**src/rtl/fir_pkg.sv**
```systemverilog
// fir_pkg: shared state type and index-width helper for the FIR coefficient loader.
// FIR_COEF_CHECKSUM_EN adds the CHECK state used by the trailing checksum word.
package fir_pkg;
`ifdef FIR_COEF_CHECKSUM_EN
    typedef enum logic [1:0] {IDLE = 2'd0, LOAD = 2'd1, COMMIT = 2'd2, CHECK = 2'd3} fir_coef_state_t;
`else
    typedef enum logic [1:0] {IDLE = 2'd0, LOAD = 2'd1, COMMIT = 2'd2} fir_coef_state_t;
`endif
    function automatic int IDX_W(input int taps);
        return (taps > 1) ? $clog2(taps) : 1;
    endfunction
endpackage

```
**src/rtl/fir_coef_bank.sv**
```systemverilog
// fir_coef_bank: shadow bank written word by word, copied whole into the active bank on commit.
module fir_coef_bank
    import fir_pkg::*;
#(
    parameter int TAPS       = 4,
    parameter int DATA_WIDTH = 16
) (
    input  logic                     clk,
    input  logic                     rst,
    input  logic                     we,
    input  logic [IDX_W(TAPS)-1:0]   widx,
    input  logic [DATA_WIDTH-1:0]    wdata,
    input  logic                     commit,
    output logic [DATA_WIDTH-1:0]    w_N [TAPS]
);
    logic [DATA_WIDTH-1:0] shadow_q [TAPS];
    logic [DATA_WIDTH-1:0] shadow_d [TAPS];
    logic [DATA_WIDTH-1:0] active_q [TAPS];
    logic [DATA_WIDTH-1:0] active_d [TAPS];

    always_comb begin
        shadow_d = shadow_q;
        if (we) shadow_d[widx] = wdata;
        active_d = commit ? shadow_q : active_q;
    end

    always_ff @(posedge clk or posedge rst) begin
        if (rst) begin
            shadow_q <= '{default: '0};
            active_q <= '{default: '0};
        end else begin
            shadow_q <= shadow_d;
            active_q <= active_d;
        end
    end

    assign w_N = active_q;
endmodule

```
**src/rtl/fir_coef_loader.sv**
```systemverilog
// fir_coef_loader: handshake-driven coefficient loader with atomic commit to the FIR weight port.
// FIR_COEF_CHECKSUM_EN enables a trailing XOR checksum word and the err pulse.
module fir_coef_loader
    import fir_pkg::*;
#(
    parameter int TAPS       = 4,
    parameter int DATA_WIDTH = 16
) (
    input  logic                  clk,
    input  logic                  rst,
    input  logic                  load_start,
    input  logic                  abort,
    input  logic                  coef_valid,
    output logic                  coef_ready,
    input  logic [DATA_WIDTH-1:0] coef_data,
    output logic [DATA_WIDTH-1:0] w_N [TAPS],
    output logic                  busy,
    output logic                  done,
    output logic                  err
);
    localparam int IW = IDX_W(TAPS);

    fir_coef_state_t state_q, state_d;
    logic [IW-1:0]   idx_q, idx_d;
    logic            ready_q, ready_d;
    logic            done_q, done_d;
    logic            we, commit, accept, last;
`ifdef FIR_COEF_CHECKSUM_EN
    logic [DATA_WIDTH-1:0] acc_q, acc_d;
    logic                  err_q, err_d;
`endif

    // abort wins over a simultaneous handshake, so the word is never accepted
    assign accept = coef_valid && ready_q && !abort;
    assign last   = idx_q == IW'(TAPS - 1);

    always_comb begin
        state_d = state_q;
        idx_d   = idx_q;
        done_d  = 1'b0;
        we      = 1'b0;
        commit  = 1'b0;
`ifdef FIR_COEF_CHECKSUM_EN
        acc_d   = acc_q;
        err_d   = 1'b0;
`endif
        case (state_q)
            IDLE: if (load_start) begin
                state_d = LOAD;
                idx_d   = '0;
`ifdef FIR_COEF_CHECKSUM_EN
                acc_d   = '0;
`endif
            end
            LOAD: if (abort) state_d = IDLE;
            else if (accept) begin
                we    = 1'b1;
                idx_d = last ? '0 : idx_q + 1'b1;
`ifdef FIR_COEF_CHECKSUM_EN
                acc_d   = acc_q ^ coef_data;
                state_d = last ? CHECK : LOAD;
`else
                state_d = last ? COMMIT : LOAD;
`endif
            end
`ifdef FIR_COEF_CHECKSUM_EN
            CHECK: if (abort) state_d = IDLE;
            else if (accept) begin
                state_d = (coef_data == acc_q) ? COMMIT : IDLE;
                err_d   = coef_data != acc_q;
            end
`endif
            COMMIT: begin
                commit  = 1'b1;
                done_d  = 1'b1;
                state_d = IDLE;
            end
            default: state_d = IDLE;
        endcase
        ready_d = (state_d != IDLE) && (state_d != COMMIT);
    end

    always_ff @(posedge clk or posedge rst) begin
        if (rst) begin
            state_q <= IDLE;
            idx_q   <= '0;
            ready_q <= 1'b0;
            done_q  <= 1'b0;
`ifdef FIR_COEF_CHECKSUM_EN
            acc_q   <= '0;
            err_q   <= 1'b0;
`endif
        end else begin
            state_q <= state_d;
            idx_q   <= idx_d;
            ready_q <= ready_d;
            done_q  <= done_d;
`ifdef FIR_COEF_CHECKSUM_EN
            acc_q   <= acc_d;
            err_q   <= err_d;
`endif
        end
    end

    fir_coef_bank #(.TAPS(TAPS), .DATA_WIDTH(DATA_WIDTH)) u_bank (
        .clk    (clk),
        .rst    (rst),
        .we     (we),
        .widx   (idx_q),
        .wdata  (coef_data),
        .commit (commit),
        .w_N    (w_N)
    );

    assign coef_ready = ready_q;
    assign busy       = state_q != IDLE;
    assign done       = done_q;
`ifdef FIR_COEF_CHECKSUM_EN
    assign err        = err_q;
`else
    assign err        = 1'b0;
`endif
endmodule

```
**config.mk**
```make
export PLATFORM = sky130hd
export DESIGN_NAME = fir_coef_loader
export DESIGN_NICKNAME = d
export VERILOG_FILES = /design/src/rtl/fir_pkg.sv /design/src/rtl/fir_coef_bank.sv /design/src/rtl/fir_coef_loader.sv
export SDC_FILE = /design/constraint.sdc
export NUM_CORES = 1
export LEC_CHECK = 0
export ABC_CLOCK_PERIOD_IN_PS = 13300
export BUFFER_PORTS_ARGS = -buffer_cell sky130_fd_sc_hd__buf_4
export CAP_MARGIN = 20
export CORE_ASPECT_RATIO = 2
export CORE_MARGIN = 2
export CORE_UTILIZATION = 45
export CTS_CLUSTER_SIZE = 16
export DETAILED_ROUTE_END_ITERATION = 6
export GPL_ROUTABILITY_DRIVEN = 1
export PLACE_DENSITY = 0.7
export SYNTH_ARGS = -nofsm -noshare
export SYNTH_HDL_FRONTEND = slang
export SYNTH_SLANG_ARGS = --single-unit
```
**constraint.sdc**
```tcl
create_clock -name clk -period 13.3 [get_ports clk]
set_input_delay 2.66 -clock clk [delete_from_list [all_inputs] [get_ports clk]]
set_output_delay 2.66 -clock clk [all_outputs]
set_load 0.01 [all_outputs]
```
==> impl_results.md, run 1 <==
* Status: finished, final reports clean
* Critical path class: flop to output pin
* Post-DP HPWL at 6.49 mm
* Final Skew at 0.00930 ns
* Syn Nets at 325
* Nets@finish at 421
* CTS tree: done
* Most frequent cells in the layout: 134 x dfrtp_1, 119 x mux2_2, 90 x buf_4, 17 x clkbuf_16, 9 x mux2_4
* ANT nets after route at 0
* Hold wc startpoint: u_bank.shadow_q[63]$_DFFE_PP0P_
* Routed length per placed instance at 17.8 µm
* Placed cell count at 519
* Hold Path Class: flop to flop
* Drt pass-1 iters at 6
* Worst Tran Pin Value at 1.08 ns
* Seq cells post-synth at 134
* TritonCTS Sinks at 134
* Startpoint types: flop
* LEAKAGE at 0.00337 µW
* RSZ-0062 raised after global routing: false
* Largest net degree at the start of global routing at 80
* Top cell type's share of synthesized area at 64.7%
* IO Port Bufs at 87
* Mean Syn Cell Area at 17.3 µm²
* DR iter-0 viols at 86
* Global Route Usage Sum at 17.3%
* Simple-gate share of the synthesized area at 2.68%
* Vias per cell at 5.04
* R2R Path Start: state_q[1]$_DFF_PP0_
* CTS max path bufs at 2
* Crit-path max FO at 10
* CP endpoint kind: output pin
* Min Tclk post-route at 4.13 ns
* Vias at 2772
* Initial antenna violation count at 0
* PostCTS Resize Cnt at 0
* Largest area contributor in the netlist: dfrtp_1
* Hold depth at 1
* Hold Vio Cnt, Final at 0
* Clock latency on the worst-skew pair at 0.41 ns
* Complex-gate fraction of the synthesized area at 0.676%
* Final WL at 9.76 mm
* Clk Tree Root Cell: clkbuf_16
* WHS at 0.496 ns
* Slew HR at 27.7%
* H-tree levels at 4
* Post-synthesis adder-cell area fraction at 0.966%
* TritonCTS buffer count at 17
* Setup Fix Bufs, Post-CTS at 0
* Number of inserted diodes at 0
* Share of cells above drive strength 1 at 62.7%
* Residual DRC at 0
* Rows at 55
* Gpl congestion at 0.738
* Number of distinct library cells after synthesis at 21
* Xor and xnor fraction of the mapped netlist area at 0%
* Die area at 12400 µm²
* Synth Instances at 300
* Commonest non-fill, non-tap cell in the layout: dfrtp_1
* Max VDD drop at 0.0000916 V
* Setup slack, reg-to-reg at 11.11 ns
* DP Worst Slack at 8.73 ns
* Main combinational cell family by area after synthesis: multiplexers
* Slew Viols, Final at 0
* Non-Filler Instances at 550
* Worst Path Required at 10.64 ns
* Count of final setup violators at 0
* Vias in the first global route at 3075
* Final period util at 31.0%
* Num ports at 89
* RR Endpoint: u_bank.w_N[45]$_DFFE_PP0P_
* Congestion Overflow GR at 0
* Maximum achievable frequency at 242 MHz
* Syn-to-layout area delta at 26.6%
* Power per cell area at 157 nW/µm²
* Synthesis Warnings at 0
* Die height at 156 µm
* Sequential-to-total area share from yosys stat at 64.7%
* Die X at 79.9 µm
* Clock-pin slew on the worst setup and hold paths at 0.05 ns
* Post-route setup TNS at 0 ns
* Max Cap Viol at 0
* Mux contribution to synthesized area at 28.5%
* Setup ws final at 9.17 ns
* Synthesized cell area at 5180 µm²
* Hold EP: u_bank.w_N[63]$_DFFE_PP0P_
* Area contributors post-synth: dfrtp_1 65%, mux2_2 26%, mux2_4 2.6%, nor3b_4 1.4%, ha_1 0.97%
* Reg2Reg Depth at 3
* Final core utilization at 58.1%
* Starting density of the core at 45.9%
* First-pass GRT wire length at 15.9 mm
* Core ar. at 11300 µm²
* Hold Buf Count CTS at 0
* Critical path arrival at 1.47 ns
## how the worst max path moves through the flow
stage	slack [ns]	end	from	depth (start not counted)
floorplan	7.06	coef_ready$_DFF_PP0_	rst	1
global placement	8.78	u_bank.shadow_q[54]$_DFFE_PP0P_	abort	4
detailed placement	8.73	u_bank.shadow_q[58]$_DFFE_PP0P_	abort	4
CTS	9.14	busy	state_q[1]$_DFF_PP0_	2
global route	9.10	busy	state_q[1]$_DFF_PP0_	2
finish	9.17	busy	state_q[1]$_DFF_PP0_	2
## cells in the mapped netlist (all sizes together)
cell and instances:
dfrtp 134, mux2 128, buf 13, ha 4, nor3b 4, inv 3, a21oi 2, a22o 2
nor2 2, a21o 1, and2b 1, conb 1, nand2b 1, nand3 1, nand3b 1, nand4b 1
or2 1
## registers in the layout, summed over array words and instances (netlist names)
| name | flops |
|---|---|
| u_bank.shadow_q | 64 |
| state_q | 2 |
| u_bank.w_N | 64 |
| coef_ready | 1 |
| idx_q | 2 |
| done | 1 |
## metrics by stage
stage | instance area, µm² | total power (µW)
final | 6560 | 1030
after global routing | 6560 | 1080
after CTS | 6560 | 1040
after detailed placement | 5930 | 549
after global placement | 5930 | 543
after floorplan | 5180 | 523
## critical path: stages, from the launching register on
cell and delay [ns]:
dfrtp_1 0.55, or2_2 0.36, buf_4 0.14
## where the power goes
group / internal (µW) / total [µW] / switching (µW) / leakage (µW)
Sequential: 451 / 473 / 22.7 / 0.00183
Clock: 331 / 491 / 160 / 0.000312
Combinational: 40.5 / 66.6 / 26.1 / 0.00123
## layer usage
layer	vias to the layer above	track usage (%)	wire length [µm]
met4	0	7.43	202
met3	11	4.98	332
li1	1249	-	-
met5	-	0	0
met1	1452	19.1	3650
met2	60	30.3	5570
## logic make-up (layout without fill, tap and decap cells)
family	count (synthesis)	in the layout
other	1	1
AO/OA/AOI/OAI	5	5
AND/OR/NAND/NOR	12	12
adder cells (fa/ha/maj)	4	4
buffers and inverters	16	124
flip-flops	134	134
multiplexers	128	128
## area by class of cell
type                    instances  area [µm²]
fillers                       953        4730
flip-flops and latches        134        3350
multi-input cells             150        1700
repair buffers                 90         676
clock buffers                  22         484
well taps                     142         178
clock inverters                 9         148
inverters                       3        16.3
(Power assumes the default switching activity.)
==> inputs of run 2 (changes only) <==
- ABC_AREA: default -> 1
- ABC_CLOCK_PERIOD_IN_PS: 13300 -> 3380
- PLACE_DENSITY: 0.7 -> 0.72
- clock period: 13.3 -> 3.38 ns (I/O delays scaled with it)
==> run 2 against run 1 <==
  * Final area up 1.9%
  * Routed wire length up 32%
  * Non-clock buffer count up 1
  * Worst setup slack worse by 8.0 ns
  * Combinational power rose to 6.7 times the previous value
  * Global-route usage up 4.3 points
  * Sequential cell count unchanged
  * Count of clock-buffer cells in the layout down 3
  * Power rose to 4.2 times the previous value
  * First-iteration DRC count rose to 3.3 times the previous value
  * Largest cell class unchanged
  * Sequential share of layout area down 0.98 points
  * Core utilization down 1.3 points
==> impl_results.md, run 2 <==
* Status: finished, final reports clean (unchanged)
* Core ar. at 11800 µm² (was 11300 µm²)
* Number of distinct library cells after synthesis at 19 (was 21)
* Worst Tran Pin Value at 1.00 ns (was 1.08 ns)
* Drt pass-1 iters at 5 (was 6)
* Buf+Inv Stages, Crit Path at 3 (was 1)
* Power share of the combinational group at 10.2% (was 6.5%)
* Max Cap Viol at 0 (unchanged)
* ANT nets after route at 0 (unchanged)
* CP endpoint kind: flop (was output pin)
* Post-route setup TNS at 0 ns (unchanged)
* Global Route Usage Sum at 21.6% (was 17.3%)
* Register share of total power at 45.9% (about the same)
* Vias in the first global route at 4168 (was 3075)
* Sequential-to-total area share from yosys stat at 61.4% (was 64.7%)
* Slew HR at 32.7% (was 27.7%)
* Syn-to-layout area delta at 22.5% (was 26.6%)
* Critical path arrival at 2.49 ns (was 1.47 ns)
* NetSw at 1120 µW (was 209 µW)
* Die X at 81.9 µm (was 79.9 µm)
* Number of inserted diodes at 0 (unchanged)
* Starting density of the core at 46.4% (was 45.9%)
* Commonest non-fill, non-tap cell in the layout: nand2_1 (was dfrtp_1)
* LEAKAGE at 0.00381 µW (was 0.00337 µW)
* Hold Vio Cnt, Final at 0 (unchanged)
* Most used DFF post-synth: dfrtp_1 (unchanged)
* Mean Syn Cell Area at 9.23 µm² (was 17.3 µm²)
* Min Tclk post-route at 2.19 ns
* Sw Ratio at 25.8% (was 20.3%)
* Vias at 4185 (was 2772)
* H-tree levels at 4 (unchanged)
* DR iter-0 viols at 282 (was 86)
* Max VDD drop at 0.000435 V (was 0.0000916 V)
* Count of final setup violators at 0 (unchanged)
* Fill cell count at 1043 (was 953)
* Rows at 56 (was 55)
* Clock power share at 43.8% (was 47.6%)
* Gpl congestion at 0.845 (was 0.738)
* Seq cells post-synth at 134 (unchanged)
* First-pass GRT wire length at 21.2 mm (was 15.9 mm)
* Area contributors post-synth: dfrtp_1 61%, nand2_1 23%, nand3_1 6.1%, buf_6 3.1%, nand3_4 1.3% (was dfrtp_1 65%, mux2_2 26%, mux2_4 2.6%, nor3b_4 1.4%, ha_1 0.97%)
* Clock latency on the worst-skew pair at 0.41 ns (about the same)
* CTS max path bufs at 2 (unchanged)
* Power per cell area at 650 nW/µm² (was 157 nW/µm²)
* Slew Viols, Final at 0 (unchanged)
* Final Skew at 0.00716 ns (was 0.00930 ns)
* Hold Path Class: primary input to asynchronous set/reset pin (was flop to flop)
* TritonCTS buffer count at 17 (unchanged)
* Most frequent cells in the layout: 329 x nand2_1, 134 x dfrtp_1, 89 x buf_4, 67 x nand3_1, 17 x clkbuf_16 (was 134 x dfrtp_1, 119 x mux2_2, 90 x buf_4, 17 x clkbuf_16, 9 x mux2_4)
* Worst Path Required at 3.68 ns (was 10.64 ns)
* Setup ws final at 1.19 ns (was 9.17 ns)
* DP Worst Slack at 1.19 ns (was 8.73 ns)
* RSZ-0062 raised after global routing: false (unchanged)
* Crit-path max FO at 37 (was 10)
* Setup Fix Bufs, Post-CTS at 0 (unchanged)
* Largest area contributor in the netlist: dfrtp_1 (unchanged)
* Synthesized cell area at 5460 µm² (was 5180 µm²)
* Startpoint types: flop (unchanged)
* Congestion Overflow GR at 0 (unchanged)
* Fin area at 6690 µm² (was 6560 µm²)
* WHS at 0.454 ns (was 0.496 ns)
* Final WL at 12.9 mm (was 9.76 mm)
* Critical path class: flop to flop (was flop to output pin)
* Maximum achievable frequency at 457 MHz
* Async S/R FF share, synth at 100% (unchanged)
* Clock-pin slew on the worst setup and hold paths at 0.06 ns (was 0.05 ns)
* Max incr delay on CP at 0.77 ns (was 0.55 ns)
* CP cell instances: inv_1 -> nand2_2 -> clkinv_1 -> buf_4 -> nand2_1 -> nand2_1 (was or2_2 -> buf_4)
* Initial antenna violation count at 0 (unchanged)
* Routed length per placed instance at 15.6 µm (was 17.8 µm)
* Post-DP HPWL at 8.62 mm (was 6.49 mm)
* P_int at 3230 µW (was 822 µW)
* IO Port Bufs at 87 (unchanged)
* Synthesis Warnings at 0 (unchanged)
* Syn Nets at 616 (was 325)
* Die height at 160 µm (was 156 µm)
* Vias per cell at 5.07 (was 5.04)
* CTS tree: done (unchanged)
* Most common cell in the synthesized netlist: nand2_1 (was dfrtp_1)
* Cell mode on critical path: nand2_1
* Synth Instances at 591 (was 300)
* TritonCTS Sinks at 134 (unchanged)
* Share of cells above drive strength 1 at 19.7% (was 62.7%)
* Final core utilization at 56.8% (was 58.1%)
* Crit-path slowest cell: clkinv_1 (was dfrtp_1)
* Top cells by count, synth: 330 x nand2_1, 134 x dfrtp_1, 67 x nand3_1, 15 x buf_6 (was 134 x dfrtp_1, 119 x mux2_2, 9 x mux2_4, 6 x buf_4)
* Setup slack, reg-to-reg at 1.19 ns (was 11.11 ns)
* Clk Tree Root Cell: clkbuf_16 (unchanged)
* Largest net degree at the start of global routing at 65 (was 80)
* Num ports at 89 (unchanged)
* Nets@finish at 693 (was 421)
* Final period util at 64.7%
* Hold Buf Count CTS at 0 (unchanged)
* Residual DRC at 0 (unchanged)
* Top cell type's share of synthesized area at 61.4% (was 64.7%)
* Die area at 13100 µm² (was 12400 µm²)
* Cell family with most CP delay: buffers and inverters (was flip-flops)
* Post-synth EDFFs at 0 (unchanged)
* DP Area at 6070 µm² (was 5930 µm²)
* PostCTS Resize Cnt at 0 (unchanged)
run 2: cell types whose count changed in the layout (fill, tap and decap cells not counted), moves of 4 or more:
cell / delta
clkbuf_8: -4
clkinvlp_4: +5
inv_1: +4
mux2_2: -119
mux2_4: -9
nand2_1: +329
nand3_1: +66
nand3_4: +4
nor3b_4: -4
run 2: kinds of logic (layout without fill, tap and decap cells):
| logic type | count (synthesis) | after routing | share of synthesized area (%) |
|---|---|---|---|
| AND/OR/NAND/NOR | 409 | 409 | 31.6 |
| flip-flops | 134 | 134 | 61.4 |
| buffers and inverters | 43 | 133 | 5.94 |
| adder cells (fa/ha/maj) | 4 | 4 | 0.917 |
| other | 1 | 1 | 0.0687 |
run 2: worst paths after layout:
path                                            startpoint                         end  cells past startpoint
setup / recovery                      state_q[0]$_DFF_PP0_  u_bank.w_N[61]$_DFFE_PP0P_                      6
hold / removal                                         rst  u_bank.w_N[26]$_DFFE_PP0P_                      2
setup reg to reg                      state_q[0]$_DFF_PP0_  u_bank.w_N[61]$_DFFE_PP0P_                      6
hold reg to reg            u_bank.shadow_q[56]$_DFFE_PP0P_  u_bank.w_N[56]$_DFFE_PP0P_                      2
max in group asynchronous                              rst  u_bank.w_N[39]$_DFFE_PP0P_                      3
min in group clk           u_bank.shadow_q[56]$_DFFE_PP0P_  u_bank.w_N[56]$_DFFE_PP0P_                      2
run 2: area by class of cell:
cell class / count / area (µm²) / area share (%)
clock buffers: 19 / 433 / 6.47
clock inverters: 13 / 181 / 2.71
inverters: 10 / 46.3 / 0.692
multi-input cells: 414 / 1780 / 26.7
flip-flops and latches: 134 / 3350 / 50.1
well taps: 145 / 181 / 2.71
repair buffers: 91 / 708 / 10.6
run 2: layer usage:
layer,up-vias,GRT usage [%],share of wire (%)
met4,0,11.3,4.1
met1,2010,27.3,40
met5,-,0,0
li1,1992,-,-
met3,27,4.46,5.5
met2,156,34.1,51
run 2: power groups by stage:
stage          clock [µW]  sequential (µW)  combinational, µW
2_1_floorplan           0             1970                331
3_3_place_gp            0             2020                424
3_5_place_dp            0             2020                442
4_1_cts              1930             2000                449
5_1_grt              2000             2020                513
6_report             1910             2000                444
run 2: per-stage QoR:
step,cells,power [µW]
floorplan,591,2300
global placement,794,2440
detailed placement,794,2470
CTS,826,4370
global route,826,4540
finish,826,4350
==> inputs of run 3 (changes only) <==
- ABC_CLOCK_PERIOD_IN_PS: 3380 -> 1850
- clock period: 3.38 -> 1.85 ns (I/O delays scaled with it)
==> run 3 against run 2 <==
  * Core utilization rose by 1.4 points
  * Clock power rose by 100%
  * Clock skew barely moved
  * First-iteration DRC count increased by 1.1%
  * Worst setup slack worse by 0.92 ns
  * Sequential cell count is the same
  * Critical path depth is 3 lower
  * Sequential share of layout area fell by 1.2 points
  * Critical path type is now flop to output pin
  * Highest routed layer unchanged
==> impl_results.md, run 3 (synthesis results as in run 2) <==
* Critical path arrival at 1.21 ns (was 2.49 ns)
* RSZ-0062 raised after global routing: false (unchanged)
* Top Layer Used: met4 (unchanged)
* Drt pass-1 iters at 5 (unchanged)
* Final core utilization at 58.2% (was 56.8%)
* Worst Tran Pin Value at 0.547 ns (was 1.00 ns)
* Max Cap Viol at 0 (unchanged)
* TritonCTS buffer count at 17 (unchanged)
* LEAKAGE at 0.00391 µW (was 0.00381 µW)
* Vias in the first global route at 4197 (was 4168)
* CTS max path bufs at 2 (unchanged)
* DP Worst Slack at 0.499 ns (was 1.19 ns)
* H-tree levels at 4 (unchanged)
* Setup ws final at 0.271 ns (was 1.19 ns)
* Final Skew at 0.00670 ns (was 0.00716 ns)
* CP endpoint kind: output pin (was flop)
* Residual DRC at 0 (unchanged)
* CTS tree: done (unchanged)
* IO Port Bufs at 87 (unchanged)
* Hold Path Class: primary input to asynchronous set/reset pin (unchanged)
* TritonCTS Sinks at 134 (unchanged)
* Met1 WL at 5.14 mm (was 5.11 mm)
* Core ar. at 11800 µm² (unchanged)
* Slew HR at 63.5% (was 32.7%)
* WHS at 0.0172 ns (was 0.454 ns)
* Final period util at 85.4%
* Clock latency on the worst-skew pair at 0.41 ns (about the same)
* Gpl congestion at 0.827 (was 0.845)
* Hold Vio Cnt, Final at 0 (unchanged)
* Maximum achievable frequency at 633 MHz
* CP cell instances: nor2_1 -> inv_1 -> buf_4 (was inv_1 -> nand2_2 -> clkinv_1 -> buf_4 -> nand2_1 -> nand2_1)
* Commonest non-fill, non-tap cell in the layout: nand2_1 (unchanged)
* Clock-pin slew on the worst setup and hold paths at 0.06 ns (about the same)
* First-pass GRT wire length at 21.6 mm (was 21.2 mm)
* Routed length per placed instance at 15.9 µm (was 15.6 µm)
* Cell family with most CP delay: flip-flops (was buffers and inverters)
* Post-DP HPWL at 8.84 mm (was 8.62 mm)
* Die height at 160 µm (unchanged)
* Clk Tree Root Cell: clkbuf_16 (unchanged)
* Die X at 81.9 µm (unchanged)
* Num ports at 89 (unchanged)
* Share of cells above drive strength 1 at 20.3% (was 19.7%)
* Setup Fix Bufs, Post-CTS at 0 (unchanged)
* Vias at 4208 (was 4185)
* Max VDD drop at 0.000671 V (was 0.000435 V)
* Number of inserted diodes at 0 (unchanged)
* Min Tclk post-route at 1.58 ns
* Slew Viols, Final at 0 (unchanged)
* Critical path class: flop to output pin (was flop to flop)
* Status: finished, final reports clean (unchanged)
* DR iter-0 viols at 285 (was 282)
* Starting density of the core at 46.4% (unchanged)
* Fin area at 6860 µm² (was 6690 µm²)
* Buf+Inv Stages, Crit Path at 2 (was 3)
* Met3 WL at 826 µm (was 707 µm)
* Fill cell count at 1012 (was 1043)
* Rows at 56 (unchanged)
* Power per cell area at 1230 nW/µm² (was 650 nW/µm²)
* Global Route Usage Sum at 21.9% (was 21.6%)
* ANT nets after route at 0 (unchanged)
* Met2 WL at 6.92 mm (was 6.56 mm)
* Startpoint types: flop (unchanged)
* PostCTS Resize Cnt at 0 (unchanged)
* Syn-to-layout area delta at 25.6% (was 22.5%)
* Initial antenna violation count at 0 (unchanged)
* Most frequent cells in the layout: 329 x nand2_1, 134 x dfrtp_1, 93 x buf_4, 67 x nand3_1, 17 x clkbuf_16 (was 329 x nand2_1, 134 x dfrtp_1, 89 x buf_4, 67 x nand3_1, 17 x clkbuf_16)
* Final WL at 13.3 mm (was 12.9 mm)
* Nets@finish at 700 (was 693)
* Max incr delay on CP at 0.43 ns (was 0.77 ns)
* Vias per cell at 5.05 (was 5.07)
* Congestion Overflow GR at 0 (unchanged)
* Largest net degree at the start of global routing at 65 (unchanged)
* DP Area at 6160 µm² (was 6070 µm²)
* Die area at 13100 µm² (unchanged)
* Hold Buf Count CTS at 0 (unchanged)
* Crit-path slowest cell: dfrtp_1 (was clkinv_1)
* Crit-path max FO at 4 (was 37)
* Worst Path Required at 1.48 ns (was 3.68 ns)
* Count of final setup violators at 0 (unchanged)
run 3: cell count changes in the layout (fill, tap and decap cells not counted), sizes merged:
cell	delta
clkbuf	+6
bufinv	+2
clkinvlp	-4
clkinv	-4
buf	+7
run 3: area by class of cell:
class	instances	area, µm²	area share (%)
flip-flops and latches	134	3350	48.9
clock buffers	25	505	7.37
well taps	145	181	2.65
clock inverters	7	188	2.74
repair buffers	98	798	11.6
multi-input cells	414	1780	26.0
inverters	10	46.3	0.675
run 3: path summary, 6_finish.rpt:
path	startpoint	end	slack (ns)	depth (start not counted)
min reg2reg	u_bank.shadow_q[33]$_DFFE_PP0P_	u_bank.w_N[33]$_DFFE_PP0P_	0.47	2
min	rst	u_bank.shadow_q[23]$_DFFE_PP0P_	0.02	2
min in group clk	coef_data[0]	u_bank.shadow_q[48]$_DFFE_PP0P_	0.24	3
max in group asynchronous	rst	u_bank.shadow_q[56]$_DFFE_PP0P_	1.25	3
max reg2reg	state_q[0]$_DFF_PP0_	u_bank.w_N[45]$_DFFE_PP0P_	0.47	6
max	state_q[0]$_DFF_PP0_	busy	0.27	3
run 3: layer usage:
metal	up-vias	track usage, %
li1	2005	-
met1	2028	27.9
met2	152	35.7
met3	23	3.95
met4	0	10.1
met5	-	0
run 3: worst reg2reg max path, delay by kind of cell (launching register included):
family,cells,cell delay [ns]
simple gates,3,0.34
flops,1,0.43
buf+inv,3,0.55
run 3: power breakdown:
| group | internal (µW) | total [µW] | leakage, µW | switching, µW |
|---|---|---|---|---|
| logic | 318 | 854 | 0.00175 | 536 |
| clock network | 2710 | 3900 | 0.000334 | 1190 |
| registers | 3360 | 3650 | 0.00183 | 291 |
| total | 6390 | 8410 | 0.00391 | 2020 |
run 3: through the flow:
stage | std cells | power, µW | TNS, ns
floorplan | 591 | 4200 | -24.81
global placement | 801 | 4490 | 0
detailed placement | 801 | 4530 | 0
CTS | 833 | 8450 | 0
global route | 833 | 8740 | 0
finish | 833 | 8410 | 0
